$ cat src/rtl/uart_cmd_controller_pkg.sv
`default_nettype none
// ============================================================================
// Module      : uart_cmd_controller_pkg
// Description : Shared definitions for the UART command controller: opcode
//               and error encodings, header sync nibble, power-on line
//               configuration, FSM state type and payload length per opcode.
// Revision    : 1.0 - initial release
// ============================================================================
package uart_cmd_controller_pkg;

  // Header opcodes (header bits [3:2])
  localparam logic [1:0] OP_PIXEL   = 2'b00;
  localparam logic [1:0] OP_CONFIG  = 2'b01;
  localparam logic [1:0] OP_CLEAR   = 2'b10;
  localparam logic [1:0] OP_ILLEGAL = 2'b11;

  // err_code values
  localparam logic [2:0] ERR_NONE       = 3'd0;
  localparam logic [2:0] ERR_SYNC       = 3'd1;
  localparam logic [2:0] ERR_BAD_OP     = 3'd2;
  localparam logic [2:0] ERR_TIMEOUT    = 3'd3;
  localparam logic [2:0] ERR_OVERFLOW   = 3'd4;
  localparam logic [2:0] ERR_CHECKSUM   = 3'd5;
  localparam logic [2:0] ERR_BAD_CONFIG = 3'd6;

  localparam logic [3:0] SYNC_NIBBLE = 4'hA;

  // Line configuration after reset and the accepted frame-length window
  localparam logic       DEF_PARITY       = 1'b0;
  localparam logic       DEF_PARITY_TYPE  = 1'b0;
  localparam logic       DEF_STOP_BITS    = 1'b0;
  localparam logic [3:0] DEF_FRAME_LENGTH = 4'd8;
  localparam logic [3:0] MIN_FRAME_LENGTH = 4'd5;
  localparam logic [3:0] MAX_FRAME_LENGTH = 4'd9;

  typedef enum logic [2:0] {
    ST_IDLE    = 3'd0,
    ST_PAYLOAD = 3'd1,
    ST_CHECK   = 3'd2,
    ST_ISSUE   = 3'd3,
    ST_APPLY   = 3'd4
  } state_t;

  // Number of payload bytes following the header for each opcode
  function automatic logic [1:0] payload_len(input logic [1:0] op);
    case (op)
      OP_PIXEL:  payload_len = 2'd3;
      OP_CONFIG: payload_len = 2'd1;
      default:   payload_len = 2'd0;
    endcase
  endfunction

endpackage
`default_nettype wire

$ cat src/rtl/uart_cmd_controller_frame_fifo.sv
`default_nettype none
// ============================================================================
// Module      : uart_cmd_controller_frame_fifo
// Description : Byte FIFO buffering received frames. A push while full is
//               only accepted when a pop happens in the same cycle.
// Ports       : clk_16bd, rst (async, active-high)
//               push/push_data  - write strobe and byte
//               pop/pop_data    - read strobe, head byte (valid when !empty)
//               full/empty      - occupancy flags
// Revision    : 1.0 - initial release
// ============================================================================
module uart_cmd_controller_frame_fifo
  import uart_cmd_controller_pkg::*;
#(
  parameter int DEPTH = 4
) (
  input  logic       clk_16bd,
  input  logic       rst,
  input  logic       push,
  input  logic [7:0] push_data,
  input  logic       pop,
  output logic [7:0] pop_data,
  output logic       full,
  output logic       empty
);

  localparam int AW = $clog2(DEPTH);

  logic [7:0]    mem_q [DEPTH];
  logic [AW-1:0] wr_ptr_q, wr_ptr_d;
  logic [AW-1:0] rd_ptr_q, rd_ptr_d;
  logic [AW:0]   count_q, count_d;
  logic          do_push, do_pop;

  assign full     = (count_q == (AW+1)'(DEPTH));
  assign empty    = (count_q == '0);
  assign pop_data = mem_q[rd_ptr_q];
  assign do_pop   = pop && !empty;
  // A pop in the same cycle frees the slot, so a full FIFO can still accept
  assign do_push  = push && (!full || do_pop);

  always_comb begin
    wr_ptr_d = wr_ptr_q;
    rd_ptr_d = rd_ptr_q;
    count_d  = count_q;
    if (do_push) wr_ptr_d = wr_ptr_q + AW'(1);
    if (do_pop)  rd_ptr_d = rd_ptr_q + AW'(1);
    case ({do_push, do_pop})
      2'b10:   count_d = count_q + (AW+1)'(1);
      2'b01:   count_d = count_q - (AW+1)'(1);
      default: count_d = count_q;
    endcase
  end

  always_ff @(posedge clk_16bd or posedge rst) begin
    if (rst) begin
      wr_ptr_q <= '0;
      rd_ptr_q <= '0;
      count_q  <= '0;
    end else begin
      wr_ptr_q <= wr_ptr_d;
      rd_ptr_q <= rd_ptr_d;
      count_q  <= count_d;
    end
  end

  always_ff @(posedge clk_16bd) begin
    if (do_push) mem_q[wr_ptr_q] <= push_data;
  end

endmodule
`default_nettype wire

$ cat src/rtl/uart_cmd_controller.sv
`default_nettype none
// ============================================================================
// Module      : uart_cmd_controller
// Description : Buffers UART frames, parses header/payload command packets,
//               issues PIXEL/CLEAR drawing commands over valid/ready and
//               applies in-band CONFIG packets to the receive-line settings.
// Ports       : clk_16bd, rst (async, active-high)
//               frame[8:0]/frame_valid        - received frames (bit 8 unused)
//               cfg_parity/_parity_type/_stop_bits/_frame_length - line cfg
//               cmd_valid/cmd_ready/cmd_op/cmd_x/cmd_y/cmd_color - commands
//               err_valid/err_code             - one-cycle error report
// Build macro : UART_CMD_CHECKSUM_EN - packets carry a trailing XOR byte
//               verified in the CHECK state.
// Revision    : 1.0 - initial release
// ============================================================================
module uart_cmd_controller
  import uart_cmd_controller_pkg::*;
#(
  parameter int FIFO_DEPTH = 4,
  parameter int TIMEOUT    = 640
) (
  input  logic       clk_16bd,
  input  logic       rst,
  input  logic [8:0] frame,
  input  logic       frame_valid,
  output logic       cfg_parity,
  output logic       cfg_parity_type,
  output logic       cfg_stop_bits,
  output logic [3:0] cfg_frame_length,
  output logic       cmd_valid,
  input  logic       cmd_ready,
  output logic [1:0] cmd_op,
  output logic [7:0] cmd_x,
  output logic [7:0] cmd_y,
  output logic [7:0] cmd_color,
  output logic       err_valid,
  output logic [2:0] err_code
);

  localparam int TW = $clog2(TIMEOUT + 1);

  state_t        state_q, state_d;
  logic [1:0]    op_q, op_d, idx_q, idx_d;
  logic [7:0]    x_q, x_d, y_q, y_d, c_q, c_d, cksum_q, cksum_d;
  logic [TW-1:0] tmo_q, tmo_d;
  logic          cmd_valid_q, cmd_valid_d;
  logic [1:0]    cmd_op_q, cmd_op_d;
  logic [7:0]    cmd_x_q, cmd_x_d, cmd_y_q, cmd_y_d, cmd_color_q, cmd_color_d;
  logic          par_q, par_d, ptype_q, ptype_d, stop_q, stop_d;
  logic [3:0]    flen_q, flen_d;
  logic          err_valid_q, err_valid_d;
  logic [2:0]    err_code_q, err_code_d;
  logic          fifo_pop, fifo_full, fifo_empty;
  logic [7:0]    fifo_data;
  logic          done;
  logic          unused_frame_msb;

  assign unused_frame_msb = frame[8];

  // Only the parsing states consume bytes; ISSUE/APPLY leave them buffered
  assign fifo_pop = !fifo_empty &&
                    (state_q == ST_IDLE || state_q == ST_PAYLOAD || state_q == ST_CHECK);

  uart_cmd_controller_frame_fifo #(
    .DEPTH (FIFO_DEPTH)
  ) u_frame_fifo (
    .clk_16bd  (clk_16bd),
    .rst       (rst),
    .push      (frame_valid),
    .push_data (frame[7:0]),
    .pop       (fifo_pop),
    .pop_data  (fifo_data),
    .full      (fifo_full),
    .empty     (fifo_empty)
  );

  always_comb begin
    state_d     = state_q;
    op_d        = op_q;
    idx_d       = idx_q;
    x_d         = x_q;
    y_d         = y_q;
    c_d         = c_q;
    cksum_d     = cksum_q;
    tmo_d       = '0;
    cmd_valid_d = cmd_valid_q;
    cmd_op_d    = cmd_op_q;
    cmd_x_d     = cmd_x_q;
    cmd_y_d     = cmd_y_q;
    cmd_color_d = cmd_color_q;
    par_d       = par_q;
    ptype_d     = ptype_q;
    stop_d      = stop_q;
    flen_d      = flen_q;
    err_valid_d = 1'b0;
    err_code_d  = ERR_NONE;
    done        = 1'b0;  // whole packet received (and verified) this cycle

    case (state_q)
      ST_IDLE: begin
        if (fifo_pop) begin
          op_d    = fifo_data[3:2];
          idx_d   = 2'd0;
          cksum_d = fifo_data;
          if (fifo_data[7:4] != SYNC_NIBBLE) begin
            err_valid_d = 1'b1;
            err_code_d  = ERR_SYNC;
          end else if (fifo_data[3:2] == OP_ILLEGAL) begin
            err_valid_d = 1'b1;
            err_code_d  = ERR_BAD_OP;
          end else if (payload_len(fifo_data[3:2]) != 2'd0) begin
            state_d = ST_PAYLOAD;
          end else begin
`ifdef UART_CMD_CHECKSUM_EN
            state_d = ST_CHECK;
`else
            done = 1'b1;
`endif
          end
        end
      end
      ST_PAYLOAD: begin
        if (fifo_pop) begin
          cksum_d = cksum_q ^ fifo_data;
          idx_d   = idx_q + 2'd1;
          case (idx_q)
            2'd0:    x_d = fifo_data;
            2'd1:    y_d = fifo_data;
            default: c_d = fifo_data;
          endcase
          if (idx_q == payload_len(op_q) - 2'd1) begin
`ifdef UART_CMD_CHECKSUM_EN
            state_d = ST_CHECK;
`else
            done = 1'b1;
`endif
          end
        end
      end
`ifdef UART_CMD_CHECKSUM_EN
      ST_CHECK: begin
        if (fifo_pop) begin
          if (fifo_data != cksum_q) begin
            err_valid_d = 1'b1;
            err_code_d  = ERR_CHECKSUM;
            state_d     = ST_IDLE;
          end else begin
            done = 1'b1;
          end
        end
      end
`endif
      ST_ISSUE: begin
        if (cmd_ready) begin
          cmd_valid_d = 1'b0;
          state_d     = ST_IDLE;
        end
      end
      ST_APPLY: state_d = ST_IDLE;
      default:  state_d = ST_IDLE;
    endcase

    // Idle gap mid-packet; in these states an empty FIFO is the only reason
    // not to pop, so !fifo_pop means "waiting for a byte".
    if ((state_q == ST_PAYLOAD || state_q == ST_CHECK) && !fifo_pop) begin
      if (tmo_q == TW'(TIMEOUT - 1)) begin
        err_valid_d = 1'b1;
        err_code_d  = ERR_TIMEOUT;
        state_d     = ST_IDLE;
      end else begin
        tmo_d = tmo_q + TW'(1);
      end
    end

    // x_d/y_d/c_d already include the byte popped this cycle
    if (done) begin
      case (op_d)
        OP_PIXEL: begin
          state_d     = ST_ISSUE;
          cmd_valid_d = 1'b1;
          cmd_op_d    = OP_PIXEL;
          cmd_x_d     = x_d;
          cmd_y_d     = y_d;
          cmd_color_d = c_d;
        end
        OP_CLEAR: begin
          state_d     = ST_ISSUE;
          cmd_valid_d = 1'b1;
          cmd_op_d    = OP_CLEAR;
          cmd_x_d     = 8'd0;
          cmd_y_d     = 8'd0;
          cmd_color_d = 8'd0;
        end
        default: begin
          if (x_d[7:4] >= MIN_FRAME_LENGTH && x_d[7:4] <= MAX_FRAME_LENGTH) begin
            par_d   = x_d[0];
            ptype_d = x_d[1];
            stop_d  = x_d[2];
            flen_d  = x_d[7:4];
            state_d = ST_APPLY;
          end else begin
            err_valid_d = 1'b1;
            err_code_d  = ERR_BAD_CONFIG;
            state_d     = ST_IDLE;
          end
        end
      endcase
    end

    // Overflow masks any other error raised in the same cycle
    if (frame_valid && fifo_full && !fifo_pop) begin
      err_valid_d = 1'b1;
      err_code_d  = ERR_OVERFLOW;
    end
  end

  always_ff @(posedge clk_16bd or posedge rst) begin
    if (rst) begin
      state_q     <= ST_IDLE;
      op_q        <= OP_PIXEL;
      idx_q       <= 2'd0;
      x_q         <= 8'd0;
      y_q         <= 8'd0;
      c_q         <= 8'd0;
      cksum_q     <= 8'd0;
      tmo_q       <= '0;
      cmd_valid_q <= 1'b0;
      cmd_op_q    <= 2'd0;
      cmd_x_q     <= 8'd0;
      cmd_y_q     <= 8'd0;
      cmd_color_q <= 8'd0;
      par_q       <= DEF_PARITY;
      ptype_q     <= DEF_PARITY_TYPE;
      stop_q      <= DEF_STOP_BITS;
      flen_q      <= DEF_FRAME_LENGTH;
      err_valid_q <= 1'b0;
      err_code_q  <= ERR_NONE;
    end else begin
      state_q     <= state_d;
      op_q        <= op_d;
      idx_q       <= idx_d;
      x_q         <= x_d;
      y_q         <= y_d;
      c_q         <= c_d;
      cksum_q     <= cksum_d;
      tmo_q       <= tmo_d;
      cmd_valid_q <= cmd_valid_d;
      cmd_op_q    <= cmd_op_d;
      cmd_x_q     <= cmd_x_d;
      cmd_y_q     <= cmd_y_d;
      cmd_color_q <= cmd_color_d;
      par_q       <= par_d;
      ptype_q     <= ptype_d;
      stop_q      <= stop_d;
      flen_q      <= flen_d;
      err_valid_q <= err_valid_d;
      err_code_q  <= err_code_d;
    end
  end

  assign cmd_valid        = cmd_valid_q;
  assign cmd_op           = cmd_op_q;
  assign cmd_x            = cmd_x_q;
  assign cmd_y            = cmd_y_q;
  assign cmd_color        = cmd_color_q;
  assign cfg_parity       = par_q;
  assign cfg_parity_type  = ptype_q;
  assign cfg_stop_bits    = stop_q;
  assign cfg_frame_length = flen_q;
  assign err_valid        = err_valid_q;
  assign err_code         = err_code_q;

endmodule
`default_nettype wire

$ cat config.mk
export PLATFORM = sky130hd
export DESIGN_NAME = uart_cmd_controller
export DESIGN_NICKNAME = d
export VERILOG_FILES = /design/src/rtl/uart_cmd_controller_pkg.sv /design/src/rtl/uart_cmd_controller_frame_fifo.sv /design/src/rtl/uart_cmd_controller.sv
export SDC_FILE = /design/constraint.sdc
export NUM_CORES = 1
export LEC_CHECK = 0
export ABC_CLOCK_PERIOD_IN_PS = 3700
export CAP_MARGIN = 0
export CELL_PAD_IN_SITES_DETAIL_PLACEMENT = 1
export CELL_PAD_IN_SITES_GLOBAL_PLACEMENT = 1
export CORE_MARGIN = 4
export CORE_UTILIZATION = 32
export DETAILED_ROUTE_END_ITERATION = 8
export PLACE_DENSITY_LB_ADDON = 0.1
export REMOVE_ABC_BUFFERS = 1
export SLEW_MARGIN = 20
export SYNTH_ARGS = -nofsm -noshare
export SYNTH_HDL_FRONTEND = slang
export SYNTH_HIERARCHICAL = 1
export SYNTH_SLANG_ARGS = --single-unit
export TNS_END_PERCENT = 5
$ cat constraint.sdc
create_clock -name clk_16bd -period 3.7 [get_ports clk_16bd]
set_input_delay 1.11 -clock clk_16bd [delete_from_list [all_inputs] [get_ports clk_16bd]]
set_output_delay 1.11 -clock clk_16bd [all_outputs]
set_load 0.01 [all_outputs]
# --- Word-level counts from Yosys, hierarchy flattened ---
# Memory sizes are Yosys's and may differ from the RTL's.
# Index checks and enable logic that the tools add are counted.
totals:
  reg_bits: 86
  mem_bits_rw: 32
  inputBits: 13
  wordCells: 150
  memories: 1
classes:
  n_addsub: 7
  n_lt_le_gt_ge: 2
  eq_ne: 16
  mux: 73
  n_bitwise: 1
  n_reduce_logical: 29
mem_list:
  columns: ["memory", "depth", "word_bits", "rd", "rd_ports_with_merged_regs", "wr", "line_no", "source"]
  rows:
  - ["u_frame_fifo.mem_q", 4, 8, 1, 0, 1, "uart_cmd_controller_frame_fifo.sv:29", "logic [7:0] mem_q [DEPTH];"]
ops:
  columns: ["cell", "n"]
  rows:
  - ["8-bit two-way mux", 9]
  - ["3-bit two-way mux", 16]
  - ["8-bit case mux with 2 select lines", 3]
  - ["2-bit two-way mux", 14]
  - ["1-bit two-way mux", 22]
  - ["10-bit two-way mux", 2]
  - ["2-bit case mux with 2 select lines", 4]
  - ["10-bit by 1-bit adder with 10-bit output (second input constant)", 1]
  - ["10-bit equality test (second input constant)", 1]
  - ["3-bit case mux with 3 select lines", 1]
  - ["2-bit by 1-bit equality test with 1-bit output (second input constant)", 4]
  - ["2-bit logical NOT", 4]
  - ["2-bit nonzero test", 4]
  - ["1-bit logical AND", 7]
  - ["2-bit by 1-bit adder with 2-bit output (second input constant)", 3]
  - ["2-bit equality test (second input constant)", 3]
  - ["3-bit by 2-bit equality test with 1-bit output (second input constant)", 2]
  - ["3-bit logical NOT", 2]
  - ["3-bit case mux with 2 select lines", 1]
  - ["3-bit AND reduction", 2]
  - ["4-bit by 3-bit >= comparator with 1-bit output (second input constant)", 1]
  - ["4-bit <= comparator (second input constant)", 1]
  - ["1-bit logical OR", 4]
  - ["2-bit inequality test (second input constant)", 2]
  - ["other kinds (12)", 15]

# --- Logic depth before layout (Yosys ltp) ---
# Gate-level depths: netlist (run 1).
# An unclocked memory read counts as a cell.
depth:
  ltp_word: 16
  ltp_mapped: 9
  depth_no_buf: 8

# --- By module ---
# Netlist (run 1), hierarchy kept.
by_module_without_submodules:
  columns: ["module", "instances", "cells_each", "area_per_inst_um2", "seq_area_each_um2"]
  rows:
  - ["uart_cmd_controller", 1, 251, 3308.2, 1953.1]
  - ["uart_cmd_controller_frame_fifo", 1, 96, 1674.1, 1136.1]

# --- Worst setup path after synthesis (run 1) ---
# OpenSTA, ideal clock, no wires.
synth_timing:
  path_kind: "register -> register"
  startpoint: "reg u_frame_fifo.rd_ptr_q[0]"
  endpoint: "reg flen_q[0] (netlist: cfg_frame_length[0])"
  setup_ps: 125
  arrival_time_ps: 2465
  t_required_ps: 3575
  setup_slack_ps: 1110
  stages_incl_launch_ff: 8
  n_path_buf: 2
  synth_period_minus_slack_ps: 2590
  cell_sequence: "dfrtp_1 -> buf_2 -> mux4_2 -> or3b_2 -> o311ai_0 -> and4b_1 -> buf_2 -> mux2_2"
synth_via:
  word_cells_on_any_way: 29
synth_lines:
  columns: ["element", "line_no", "source"]
  rows:
  - ["from (decl)", "uart_cmd_controller_frame_fifo.sv:31", "logic [AW-1:0] rd_ptr_q, rd_ptr_d;"]
  - ["from (signal assigned)", "uart_cmd_controller_frame_fifo.sv:62", "rd_ptr_q <= rd_ptr_d;"]
  - ["memory read 4 x 8 bit (*)", null, null]
  - ["via fifo_data[6]", "uart_cmd_controller.sv:54", "logic [7:0] fifo_data;"]
  - ["8-bit two-way mux", "uart_cmd_controller.sv:126", "case (idx_q)"]
  - ["8-bit two-way mux", "uart_cmd_controller.sv:123", "if (fifo_pop) begin"]
  - ["8-bit two-way mux", "uart_cmd_controller.sv:99", "case (state_q)"]
  - ["4-bit by 3-bit >= comparator with 1-bit output or 4-bit <= comparator (tied branches)", "uart_cmd_controller.sv:195", "if (x_d[7:4] >= MIN_FRAME_LENGTH && x_d[7:4] <= MAX_FRAME_LENGTH) begin"]
  - ["1-bit logical AND", "uart_cmd_controller.sv:195", null]
  - ["3-bit AND reduction (no line) (*)", null, null]
  - ["to (signal assigned)", "uart_cmd_controller.sv:255", "flen_q <= flen_d;"]
  - ["to (decl)", "uart_cmd_controller.sv:50", "logic [3:0] flen_q, flen_d;"]
# The timed path passes the listed nets; every way through them passes the cells marked *. The select of a mux whose other input is x is not followed.
# A chain may end at the register's enable or synchronous reset.

# --- Final worst setup path (run 1) ---
# Ends and elaborated chain as after synthesis.

==> results of run 1 <==
==> layout make-up <==
type | count | area, um2 | area share, %
inverter | 16 | 60.1 | 0.968
sequential | 117 | 3090 | 49.8
timing repair buffer | 57 | 561 | 9.04
tap | 188 | 235 | 3.79
clock inverter | 14 | 87.6 | 1.41
multi-input combinational | 196 | 1740 | 28.1
clock buffer | 18 | 429 | 6.92
==> per-layer routing <==
metal | part of all wire (%) | routed length [um] | track usage [%]
met1 | 46 | 4980 | 16.9
met2 | 49 | 5260 | 20.6
met3 | 3.7 | 397 | 4.41
met4 | 1.3 | 143 | 4.91
met5 | 0 | 0 | 0
==> worst reg2reg max path, stage by stage, from the launching register on <==
cell	delay [ns]
sky130_fd_sc_hd__dfrtp_1	0.50
sky130_fd_sc_hd__buf_4	0.24
sky130_fd_sc_hd__mux4_2	0.60
sky130_fd_sc_hd__o311ai_0	0.49
sky130_fd_sc_hd__and4b_1	0.61
sky130_fd_sc_hd__mux2_2	0.39
==> power by group <==
part | switching (uW) | internal [uW] | total, uW | leakage (uW)
combinational | 903 | 949 | 1850 | 0.000944
clock | 582 | 843 | 1420 | 0.000243
sequential | 264 | 1760 | 2030 | 0.00138
==> registers in the layout, indices dropped and copies added (netlist names), 4 cells and up <==
register / cells
cmd_color: 8
c_q: 8
cfg_frame_length: 4
y_q: 8
x_q: 8
tmo_q: 10
cmd_y: 8
cmd_x: 8
u_frame_fifo/mem_q: 32
==> path summary, 6_finish.rpt <==
path	start	to	slack, ns
min in group asynchronous	rst	u_frame_fifo/count_q[0]	0.99
worst min-delay path	cmd_valid	cmd_valid	0.48
worst min register to register	cmd_valid	cmd_valid	0.48
worst max-delay path	u_frame_fifo/rd_ptr_q[0]	cfg_frame_length[0]	0.74
worst max register to register	u_frame_fifo/rd_ptr_q[0]	cfg_frame_length[0]	0.74
max in group asynchronous	rst	cfg_frame_length[3]	2.18
==> cells by family after synthesis <==
kind of cell	share of synthesized area [%]
xor+xnor	2.81
flops	62.0
other cells	0.0753
simple gates	9.12
buf+inv	3.19
compound gates	8.69
fa+ha+maj	2.16
mux	12.0
==> per-stage QoR <==
stage	util (%)	cells
floorplan	-	329
global placement	37.4	574
CTS	40.8	606
global route	40.8	606
finish	40.8	606
detailed placement	37.4	574
==> layout by cell type, fill, tap and decap left out, types with 5 or more instances in the layout <==
| cell type | Yosys | layout |
|---|---|---|
| sky130_fd_sc_hd__clkinvlp_4 | 0 | 5 |
| sky130_fd_sc_hd__mux2_2 | 24 | 24 |
| sky130_fd_sc_hd__buf_4 | 1 | 8 |
| sky130_fd_sc_hd__a32o_1 | 23 | 23 |
| sky130_fd_sc_hd__mux2_4 | 9 | 9 |
| sky130_fd_sc_hd__xnor2_1 | 10 | 10 |
| sky130_fd_sc_hd__dfrtp_1 | 84 | 84 |
| sky130_fd_sc_hd__xor2_1 | 6 | 6 |
| sky130_fd_sc_hd__clkbuf_16 | 0 | 17 |
| sky130_fd_sc_hd__clkdlybuf4s50_1 | 0 | 48 |
| sky130_fd_sc_hd__edfxtp_1 | 32 | 32 |
| sky130_fd_sc_hd__nor2_1 | 16 | 16 |
| sky130_fd_sc_hd__mux4_2 | 8 | 8 |
| sky130_fd_sc_hd__clkinv_2 | 0 | 5 |
| sky130_fd_sc_hd__ha_1 | 7 | 7 |
| sky130_fd_sc_hd__nand2_1 | 19 | 19 |
| sky130_fd_sc_hd__inv_1 | 16 | 15 |
| sky130_fd_sc_hd__nand3_1 | 6 | 6 |
==> results by stage, run 1 <==
Status:
- The flow ran to the end, and the final reports show no timing, DRC or antenna violations.

Timing:
- Across all setup checks in the final design, the least slack found is 0.745 ns.
- Adding up every negative setup slack in the final design gives 0 ns.
- The clock period minus worst slack is 2.96 ns.
- Measured against its own limit, the worst slew margin works out to 45.9%.
- The setup-violating endpoint count in the final report is 0.
- Setup repair after global routing left no endpoint under its margin.
- For the final database, setup skew stands at 0.00990 ns.
- At the pin with the least slew margin, the transition time is 0.809 ns.
- The tightest hold margin is 0.479 ns.
- The achievable frequency is 338 MHz.
- The share of the clock period used by the worst path after layout is 79.9%.
- The count of final max-slew check failures came to 0.
- The number of hold violations in the final report is 0.

Routing:
- In this run the remaining antenna-violating nets after routing total 0.
- The routed wirelength normalized by instance count is around 18 um.
- The total iterations of the first detailed-routing run is 4.
- After the first detailed-routing iteration, the DRC count stood at 147.
- Across all layers, the routed design uses 3038 vias.
- In the routed design, unresolved DRC markers number 0.
- The mean number of vias per cell is 5.01.
- After detailed routing, the total wire length is 10800 um.

Global route:
- The first-pass GRT wire length is around 18000 um.
- The number of antenna violations at the first check in global routing is 0.
- The largest net degree at the start of global routing is between 70 and 80.
- The remaining global-route overflow is 0.
- The via count of the first global-routing pass is 3381.
- The overall track demand over capacity in global routing is 13.1%.

Power and ir drop:
- The total power density per cell area is 855 nW/um2.
- The analysis attributes to cell leakage a power of 0.00257 uW.
- Summing internal, switching and leakage power gives 5310 uW.
- The maximum ir drop on the vdd rail is 292 uV.

Floorplan:
- Measured along the y axis, the die boundary spans 133 um.
- The die covers 17600 um2.
- Row generation in the floorplan step produced 45 rows.
- For this configuration, the core starts out at a cell density of between 30% and 40%.
- From left edge to right edge, the die measures 133 um.
- The count of pins on the block boundary is roughly 50.
- The core region is 15200 um2.

Logic synthesis:
- The distinct cell type count after synthesis is 61.
- The most used flip-flop cell after synthesis is sky130_fd_sc_hd__dfrtp_1.
- Of the post-synthesis cell area, the dominant cell type holds 42.2%.
- Yosys instantiated no cell more often than sky130_fd_sc_hd__dfrtp_1.
- In this run, synthesis inferred 32 flip-flops with an integrated enable.
- For this run, asynchronously set or reset flops after synthesis account for between 70% and 80%.
- For this run, the register share of the synthesized area comes to between 60 and 70%.
- Sorting the synthesized cells by area gives the leading types as sky130_fd_sc_hd__dfrtp_1, sky130_fd_sc_hd__edfxtp_1, sky130_fd_sc_hd__mux2_2, sky130_fd_sc_hd__a32o_1, sky130_fd_sc_hd__mux4_2.
- Synthesis inferred 117 register bits.
- By count the netlist is led by sky130_fd_sc_hd__dfrtp_1, sky130_fd_sc_hd__edfxtp_1, sky130_fd_sc_hd__mux2_2, sky130_fd_sc_hd__a32o_1, sky130_fd_sc_hd__nand2_1.
- The cell area after synthesis is 4980 um2.
- Dividing the synthesized area by the synthesized cell count gives 14.4 um2.
- In the synthesized netlist, the number of instances is about 350.
- The cell type with the highest aggregate area in the netlist is sky130_fd_sc_hd__dfrtp_1.
- Yosys printed 6 warnings.

Layout:
- The total inserted antenna cells is 0.
- At the end of the flow, the number of nets in the layout was 426.
- The proportion of layout cells with a drive suffix above 1 is 22.2%.
- The filler cells instantiated in the layout total 1568.
- The layout overhead on the synthesized area is 24.5%.
- Once layout is done, the placed cells without fillers occupy 6200 um2.

Setup path:
- The critical path launch point type is a flip-flop.
- The nature of the critical path endpoint is a flip-flop.
- The highest cell delay on the worst timing path is approximately 0.61 ns.
- The worst endpoint required time is 3.99 ns.
- The largest individual stage delay along the critical path comes from the cell sky130_fd_sc_hd__and4b_1.
- Among cell families on the critical path, the largest total delay comes from multiplexers.
- Measured in cells, the most critical reg-to-reg path has a length of 5.
- Traced cell by cell, the critical path runs through buf_4, mux4_2, o311ai_0, and4b_1, mux2_2.
- At the worst endpoint, the arrival time is 3.25 ns.
- The critical path is of the reg2reg type.
- The top fanout value on the critical path is 8.
- The sum of buffers and inverters on the critical path is 1.
- The critical path crosses 5 cells after its start point.

Clock tree:
- After clock tree synthesis, the clock-pin slew on the worst setup and hold paths is 0.05 ns.
- The later pin in the worst-skew pair is clocked with a latency of 0.42 ns.
- The root buffer selected by CTS is sky130_fd_sc_hd__clkbuf_16.
- TritonCTS built the clock tree.
- The total number of clock tree sinks is 117.
- The number of hold-repair buffers added at the cts stage is 0.
- Post-CTS repair changed the size of 0 cells.
- After clock tree synthesis, the setup repair step added 0 buffers.
- The H-tree depth is 4.
- No sink is reached through more buffers than the 2 on the longest clock path.
- The total clock buffers created by CTS is 17.

Placed design:
- The number of buffers added on ports is 48.
- The post-place instance area is around 5700 um2.
- Summed over all nets, the half-perimeter wirelength after detailed placement is 7330 um.
- The routability congestion estimate from global placement is 0.716.
- Timing analysis after detailed placement gives a worst setup slack of 0.699 ns.

Flow run:
- Across the run, the number of max-cap violations was 0.

Hold path:
- The depth of the worst hold-timing path is 2.
- In this run the worst hold path is classified as reg2reg.
Power figures use the tool's default switching activity.
==> inputs of run 2 (changes only) <==
- ABC_CLOCK_PERIOD_IN_PS: 3700 -> 2400
- clock period: 3.7 -> 2.4 ns (I/O delays scaled with it)
==> results by stage, run 2 (synthesis gave the netlist of run 1 again) <==
Status:
- The flow ran to the end, but the final reports show violations.
- The checks that failed: setup timing.

Layout:
- The multi-input logic area is 1810 um2.
- Summing all flip-flop and latch instances after layout gives 3090 um2.
- The library cells used most frequently in the layout, excluding fill and tap cells, are sky130_fd_sc_hd__dfrtp_1, sky130_fd_sc_hd__clkdlybuf4s50_1, sky130_fd_sc_hd__buf_4, sky130_fd_sc_hd__edfxtp_1, sky130_fd_sc_hd__mux2_2.
- The total number of nets in the final design is 464.
- The register with the most flip-flops in the layout has 32 of them.
- The final cell count without fillers is 644.
- In the final layout, the share of cells above drive strength 1 is slightly above 30%.
- After filler insertion, the fill cell instance count of the layout stands at around 1.5k.
- The largest registers in the layout are u_frame_fifo/mem_q: 32 flops, tmo_q: 10 flops.
- The largest register by flop count is u_frame_fifo/mem_q.
- The total inserted antenna cells is 0.
- The library cell used most frequently in the layout, excluding fill and tap cells, is sky130_fd_sc_hd__dfrtp_1.
- The layout overhead on the synthesized area is 35.7%.

Floorplan:
- The overall die width is roughly 130 um.
- The number of standard-cell rows in the floorplan is 45.
- The floorplan step defined a die boundary enclosing 17600 um2.
- between 50 and 60 I/O pins were placed.
- Measured along the y axis, the die boundary spans 133 um.
- Once the floorplan was initialized, standard cells occupied 32.8% of the core.
- The area inside the core boundary is 15200 um2.

Global route:
- The via count of the first global-routing pass was about 3.4k.
- Global routing finished with a remaining overflow of 0.
- Entering global routing, the biggest net connects 79 pins.
- The number of antenna violations at the first check in global routing is 0.
- The first-pass GRT wire length is 19100 um.
- Global routing used 13.8% of the available tracks across all layers.

Setup path:
- At the worst endpoint, the required time is 2.69 ns.
- The nature of the critical path endpoint is a flip-flop.
- For this run, the slowest stage of the critical path takes just over 0.5 ns.
- Among all stages on the critical path, the largest delay is contributed by sky130_fd_sc_hd__mux4_2.
- The slack of the worst reg-to-reg path is -0.09 ns.
- Along the worst path, the maximum fanout reaches 6.
- In this design, the largest share of critical-path delay is due to buffers and inverters.
- Walking the worst path, the cells encountered are buf_12, mux4_2, buf_6, nor4bb_4, buf_4, and2_4, a32oi_4, buf_12, clkbuf_16, a32o_1.
- The critical path contains buffers and inverters numbering 5 combined.
- The most prevalent standard cell on the critical path is sky130_fd_sc_hd__buf_12.
- The arrival time at the worst endpoint is 2.79 ns.
- The worst setup path is launched from a flip-flop.
- The setup path with the least slack is of type reg2reg.

Routing:
- In this run, the number of DRC markers left after iteration 0 of detailed routing was about 150.
- The total iterations of the first detailed-routing run is 6.
- In the routed layout, each cell is associated on average with a via count of 4.91.
- The routed wirelength normalized by instance count is approximately 18 um.
- Once detail routing completed, the nets flagged for antenna violations numbered 0.
- The number of remaining DRC errors is 0.
- The final wirelength is about 11000 um.
- The via total after detailed routing is ~3.2k.

Clock tree:
- The H-tree generated during clock tree synthesis spans 4 levels.
- Clock latency on the worst-skew pair, taken at its later pin, is approximately 0.40 ns.
- The total number of clock tree sinks is 117.
- The CTS tree is yes.
- The total clock buffers created by CTS is 17.
- The number of hold buffers added after CTS was 0.
- Clock-pin slew was measured on the worst setup and hold paths at 0.06 ns.
- No sink is reached through more buffers than the 2 on the longest clock path.
- The root buffer selected by CTS is sky130_fd_sc_hd__clkbuf_16.

Timing:
- The worst slew margin relative to its limit is 52.2%.
- Derived from the worst setup path, the maximum achievable clock frequency is 401 MHz.
- The setup-violating endpoint count in the final report is 30.
- Dividing the final minimum period by the clock period gives 104%.
- The count of final max-slew check failures is 0.
- The routed design could run at a clock period as short as 2.49 ns.
- The number of hold violations in the final report came to 0.
- Across the routed clock network, the largest skew measured is roughly 0.0060 ns.
- Setup repair after global routing could not meet its margin everywhere.
- On the final layout, the worst hold slack is approximately 0.48 ns.
- The final worst-path setup slack is -0.0944 ns.
- The worst-margin pin slew is 0.708 ns.

Hold path:
- The worst hold path belongs to the class reg2reg.

Flow run:
- The number of max-capacitance violations reported is 0.

Placed design:
- The half-perimeter wire length of the detailed placement result is 7390 um.
- Routability-driven placement finished with a final weighted congestion of 0.715.
- During placement, the flow inserted port buffers numbering 48.
- Once placement completed, the tool counted placed cells totaling 600.

Power and ir drop:
- The total leakage power is 0.00287 uW.
- The maximum ir drop on the vdd rail is 539 uV.
- The total power density per cell area is 1360 nW/um2.
==> run 2: routing by layer <==
metal  vias up  GRT usage [%]  part of all wire, %
met3        12           4.03                  3.0
met5         -              0                    0
li1       1481              -                    -
met1      1621           18.4                   47
met4         0           4.68                  1.2
met2        48           21.7                   48
==> run 2: layout make-up <==
type                    count  share of cell area [%]
clock buffers              20                    6.46
flip-flops and latches    117                    45.7
multi-input cells         196                    26.8
clock inverters            12                    1.92
well taps                 188                    3.48
repair buffers             95                    14.7
inverters                  16                   0.888
==> run 2: report_power, final <==
part           internal (uW)  switching (uW)  total [uW]  leakage [uW]
Combinational           2000            1660        3660       0.00122
Clock                   1530             914        2440      0.000264
Sequential              2720             347        3070       0.00138
==> run 2: path summary, 6_finish.rpt <==
path	depth (start not counted)	start	endpoint
worst max-delay path	10	u_frame_fifo/rd_ptr_q[0]	cmd_y[0]
worst min-delay path	2	cmd_valid	cmd_valid
worst max register to register	10	u_frame_fifo/rd_ptr_q[0]	cmd_y[0]
worst min register to register	2	cmd_valid	cmd_valid
max in group asynchronous	3	rst	cfg_frame_length[3]
min in group asynchronous	2	rst	u_frame_fifo/count_q[1]
==> run 2: timing repair <==
item | CTS | global route
gates cloned | 2 | 1
pin swaps | 4 | 4
setup buffers | 7 | 2
setup endpoints to repair | 35 | 39
gates resized for setup | 11 | 11
hold endpoints to repair | 0 | 0
==> run 2: metrics by stage <==
stage	setup TNS (ns)	total power, uW	worst slack, ns	instance area (um2)	utilization [%]
finish	-1.86	9170	-0.0944	6760	44.5
floorplan	-42.59	4890	-0.683	4880	-
CTS	-3.79	9170	-0.132	6650	43.8
global route	-4.98	9800	-0.180	6760	44.5
detailed placement	-3.82	6500	-0.182	5940	39.1
global placement	-3.58	6420	-0.151	5940	39.1
==> run 2: worst reg2reg max path, cell delays in order (launching register included) <==
cell	delay [ns]
sky130_fd_sc_hd__dfrtp_1	0.39
sky130_fd_sc_hd__buf_12	0.13
sky130_fd_sc_hd__mux4_2	0.51
sky130_fd_sc_hd__buf_6	0.14
sky130_fd_sc_hd__nor4bb_4	0.25
sky130_fd_sc_hd__buf_4	0.15
sky130_fd_sc_hd__and2_4	0.16
sky130_fd_sc_hd__a32oi_4	0.12
sky130_fd_sc_hd__buf_12	0.17
sky130_fd_sc_hd__clkbuf_16	0.16
sky130_fd_sc_hd__a32o_1	0.20
==> inputs of run 3 (changes only) <==
- REMOVE_ABC_BUFFERS: 1 -> unset
==> results by stage, run 3 (synthesis gave the netlist of run 1 again) <==
Clock tree:
- The total clock buffers created by CTS is 17.
- TritonCTS built the clock tree.
- The clock insertion delay at the later pin of the skew report is 0.41 ns.
- The root buffer selected by CTS is sky130_fd_sc_hd__clkbuf_16.
- Hold repair after CTS inserted 0 buffers.
- The deepest clock path buffer count is 2.
- The CTS clock-pin slew for the worst setup and hold paths is around 0.06 ns.
- The clock net in this run drives a total of 117 sinks.
- The H-tree generated during clock tree synthesis spans 4 levels.

Placed design:
- The setup slack after placement is -0.213 ns.
- The count of buffers added on input and output ports is 48.
- Summed over all nets, the half-perimeter wirelength after detailed placement is 7510 um.
- The routability congestion estimate from global placement is 0.737.

Global route:
- The first-pass GRT wire length is 19100 um.
- The via count of the first global-routing pass is 3510.
- The number of antenna violations at the first check in global routing is 0.
- The largest net degree at the start of global routing is between 70 and 80.
- The overall track demand over capacity in global routing is 14.0%.
- The remaining global-route overflow is 0.

Timing:
- The clock period minus worst slack is 2.45 ns.
- The worst-margin pin slew is approximately 0.7 ns.
- The number of hold violations in the final report came to 0.
- The final worst-path setup slack is -0.0524 ns.
- Setup repair after global routing could not meet its margin everywhere.
- The worst slew margin relative to its limit is 53.3%.
- The count of final max-slew check failures was 0.
- For this run, the top clock speed supported by timing is 408 MHz.
- The setup-violating endpoint count in the final report is 25.
- The summed negative setup slack over all endpoints is -0.801 ns.
- The clock arrives with 0.0113 ns of skew.
- The share of the clock period used by the worst path after layout is 102%.

Routing:
- Wires add up to about 12000 um.
- After detailed routing, the number of remaining DRC violations is 0.
- The via total after detailed routing is 3190.
- The pre-antenna-repair detailed-routing pass consisted of 4 iterations.
- In the routed layout, each cell is associated on average with a via count of between 4 and 5.
- The first routing iteration left 133 violations.
- The count of nets left with antenna violations once routing finished came out at 0.
- The routed wirelength normalized by instance count is about 19 um.

Setup path:
- The nature of the critical path endpoint is a flip-flop.
- On the critical path the largest part of the delay comes from multiplexers.
- In this run the worst path has a maximum fanout of 7.
- The sum of buffers and inverters on the critical path is 2.
- STA puts the critical path data required time at around 2.7 ns.
- The worst setup path is launched from a flip-flop.
- By startpoint and endpoint, the worst setup path is classified as reg2reg.
- Walking the worst path, the cells encountered are mux4_2, buf_6, nor4bb_4, and2_4, a32oi_4, clkbuf_16, a32o_1.
- The arrival time at the worst endpoint is around 2.8 ns.
- The slowest stage of the critical path is the sky130_fd_sc_hd__mux4_2 cell.
- In this design, the stage delay of the slowest critical-path cell is between 0.5 and 0.6 ns.

Floorplan:
- During I/O placement, the number of pins put on the boundary was 51.
- The die covers between 15000 and 20000 um2.
- The number of standard-cell rows in the floorplan is 45.
- The initial utilization of the core area, before any placement, comes to approximately a third.
- The overall die width is 133 um.
- The y dimension of the die is 133 um.
- The area inside the core boundary is 15200 um2.

Power and ir drop:
- The proportion of power drawn by combinational gates is a little under 40%.
- The internal power of the cells totals about 6300 uW.
- The sequential share of power is between 30% and 40%.
- Overall power consumption after layout is estimated at 9210 uW.
- The total power density per cell area is 1370 nW/um2.
- The total leakage power is about 0.0028 uW.
- In this run switching power makes up between 30% and 40% of total power.
- The clock network fraction of design power is 26.9%.
- The maximum ir drop on the vdd rail is 638 uV.
- The switching component of the power is about 2900 uW.

Hold path:
- The worst hold path belongs to the class reg2reg.

Layout:
- Counting flops per register, the top entry is u_frame_fifo/mem_q.
- The total inserted antenna cells is 0.
- The total number of nets in the final design is 459.
- In the final layout, the registers with the most flip-flops are u_frame_fifo/mem_q: 32 flops, tmo_q: 10 flops.
- The number of flip-flops in the largest register is 32.
- The commonest non-fill, non-tap cell in the layout is sky130_fd_sc_hd__dfrtp_1.
- The area growth from synthesis to layout is 34.9%.
- In the layout the commonest cells are sky130_fd_sc_hd__dfrtp_1, sky130_fd_sc_hd__clkdlybuf4s50_1, sky130_fd_sc_hd__edfxtp_1, sky130_fd_sc_hd__buf_4, sky130_fd_sc_hd__mux2_2.
- The proportion of layout cells with a drive suffix above 1 is 29.9%.

Status:
- The run finished, with violations left.
- The checks that failed: setup timing.

Flow run:
- The number of max-capacitance violations reported is 0.

Logic synthesis:
- The net count after synthesis is 368.
[run 3: cell types whose count changed in the layout (fill, tap and decap cells not counted), sizes merged]
cell and change:
buf -6, clkbuf +5, clkinv +1, clkinvlp -2
inv -3
[run 3: cell type report]
type / instances / area (um2)
multi-input combinational: 196 / 1820
timing repair buffer: 90 / 923
inverter: 16 / 63.8
sequential: 117 / 3090
clock buffer: 24 / 482
tap: 188 / 235
fill: 1523 / 8480
clock inverter: 8 / 100
[run 3: stage by stage]
| stage | hold slack (ns) | util [%] | cell area, um2 | instances |
|---|---|---|---|---|
| 6_report | 0.487 | 44.2 | 6720 | 639 |
| 4_1_cts | 0.494 | 43.0 | 6540 | 632 |
| 3_5_place_dp | 0.482 | 39.0 | 5930 | 599 |
| 5_1_grt | 0.504 | 44.2 | 6720 | 639 |
| 3_3_place_gp | 0.473 | 39.0 | 5930 | 599 |
| 2_1_floorplan | 0.468 | - | 4990 | 347 |
[run 3: worst register-to-register path: stages, from the launching register on]
cell and delay, ns:
sky130_fd_sc_hd__dfrtp_2 0.44, sky130_fd_sc_hd__mux4_2 0.57, sky130_fd_sc_hd__buf_6 0.15, sky130_fd_sc_hd__nor4bb_4 0.34, sky130_fd_sc_hd__and2_4 0.22, sky130_fd_sc_hd__a32oi_4 0.19
sky130_fd_sc_hd__clkbuf_16 0.23, sky130_fd_sc_hd__a32o_1 0.20
[run 3: worst paths after layout]
path,from,end,slack (ns),depth (start not counted)
max in group asynchronous,rst,cmd_y[2],1.24,3
min in group asynchronous,rst,u_frame_fifo/count_q[1],0.64,2
max,u_frame_fifo/rd_ptr_q[0],cmd_color[1],-0.05,7
min,cmd_x[1],cmd_x[1],0.49,1
min reg2reg,cmd_x[1],cmd_x[1],0.49,1
max reg2reg,u_frame_fifo/rd_ptr_q[0],cmd_color[1],-0.05,7
[run 3: routing by layer]
metal  wire [um]  vias up  global-route usage (%)
li1            -     1470                       -
met1        5490     1654                    18.4
met2        5750       48                    21.6
met3         470       18                    4.37
met4         201        0                    5.20
met5           0        -                       0
[run 3: repair_timing]
action,4_1_cts,5_1_grt
buffers inserted,1,5
pin swaps,1,3
endpoints found under the setup margin,40,39
resized for setup,5,19
gates cloned,0,3
[run 3: power groups by stage]
stage	Combinational [uW]	Clock, uW	Sequential, uW
after global placement	3340	0	3090
after CTS	3430	2540	3090
after global routing	3980	2660	3170
after detailed placement	3370	0	3120
after floorplan	1890	0	3100
final	3640	2480	3080
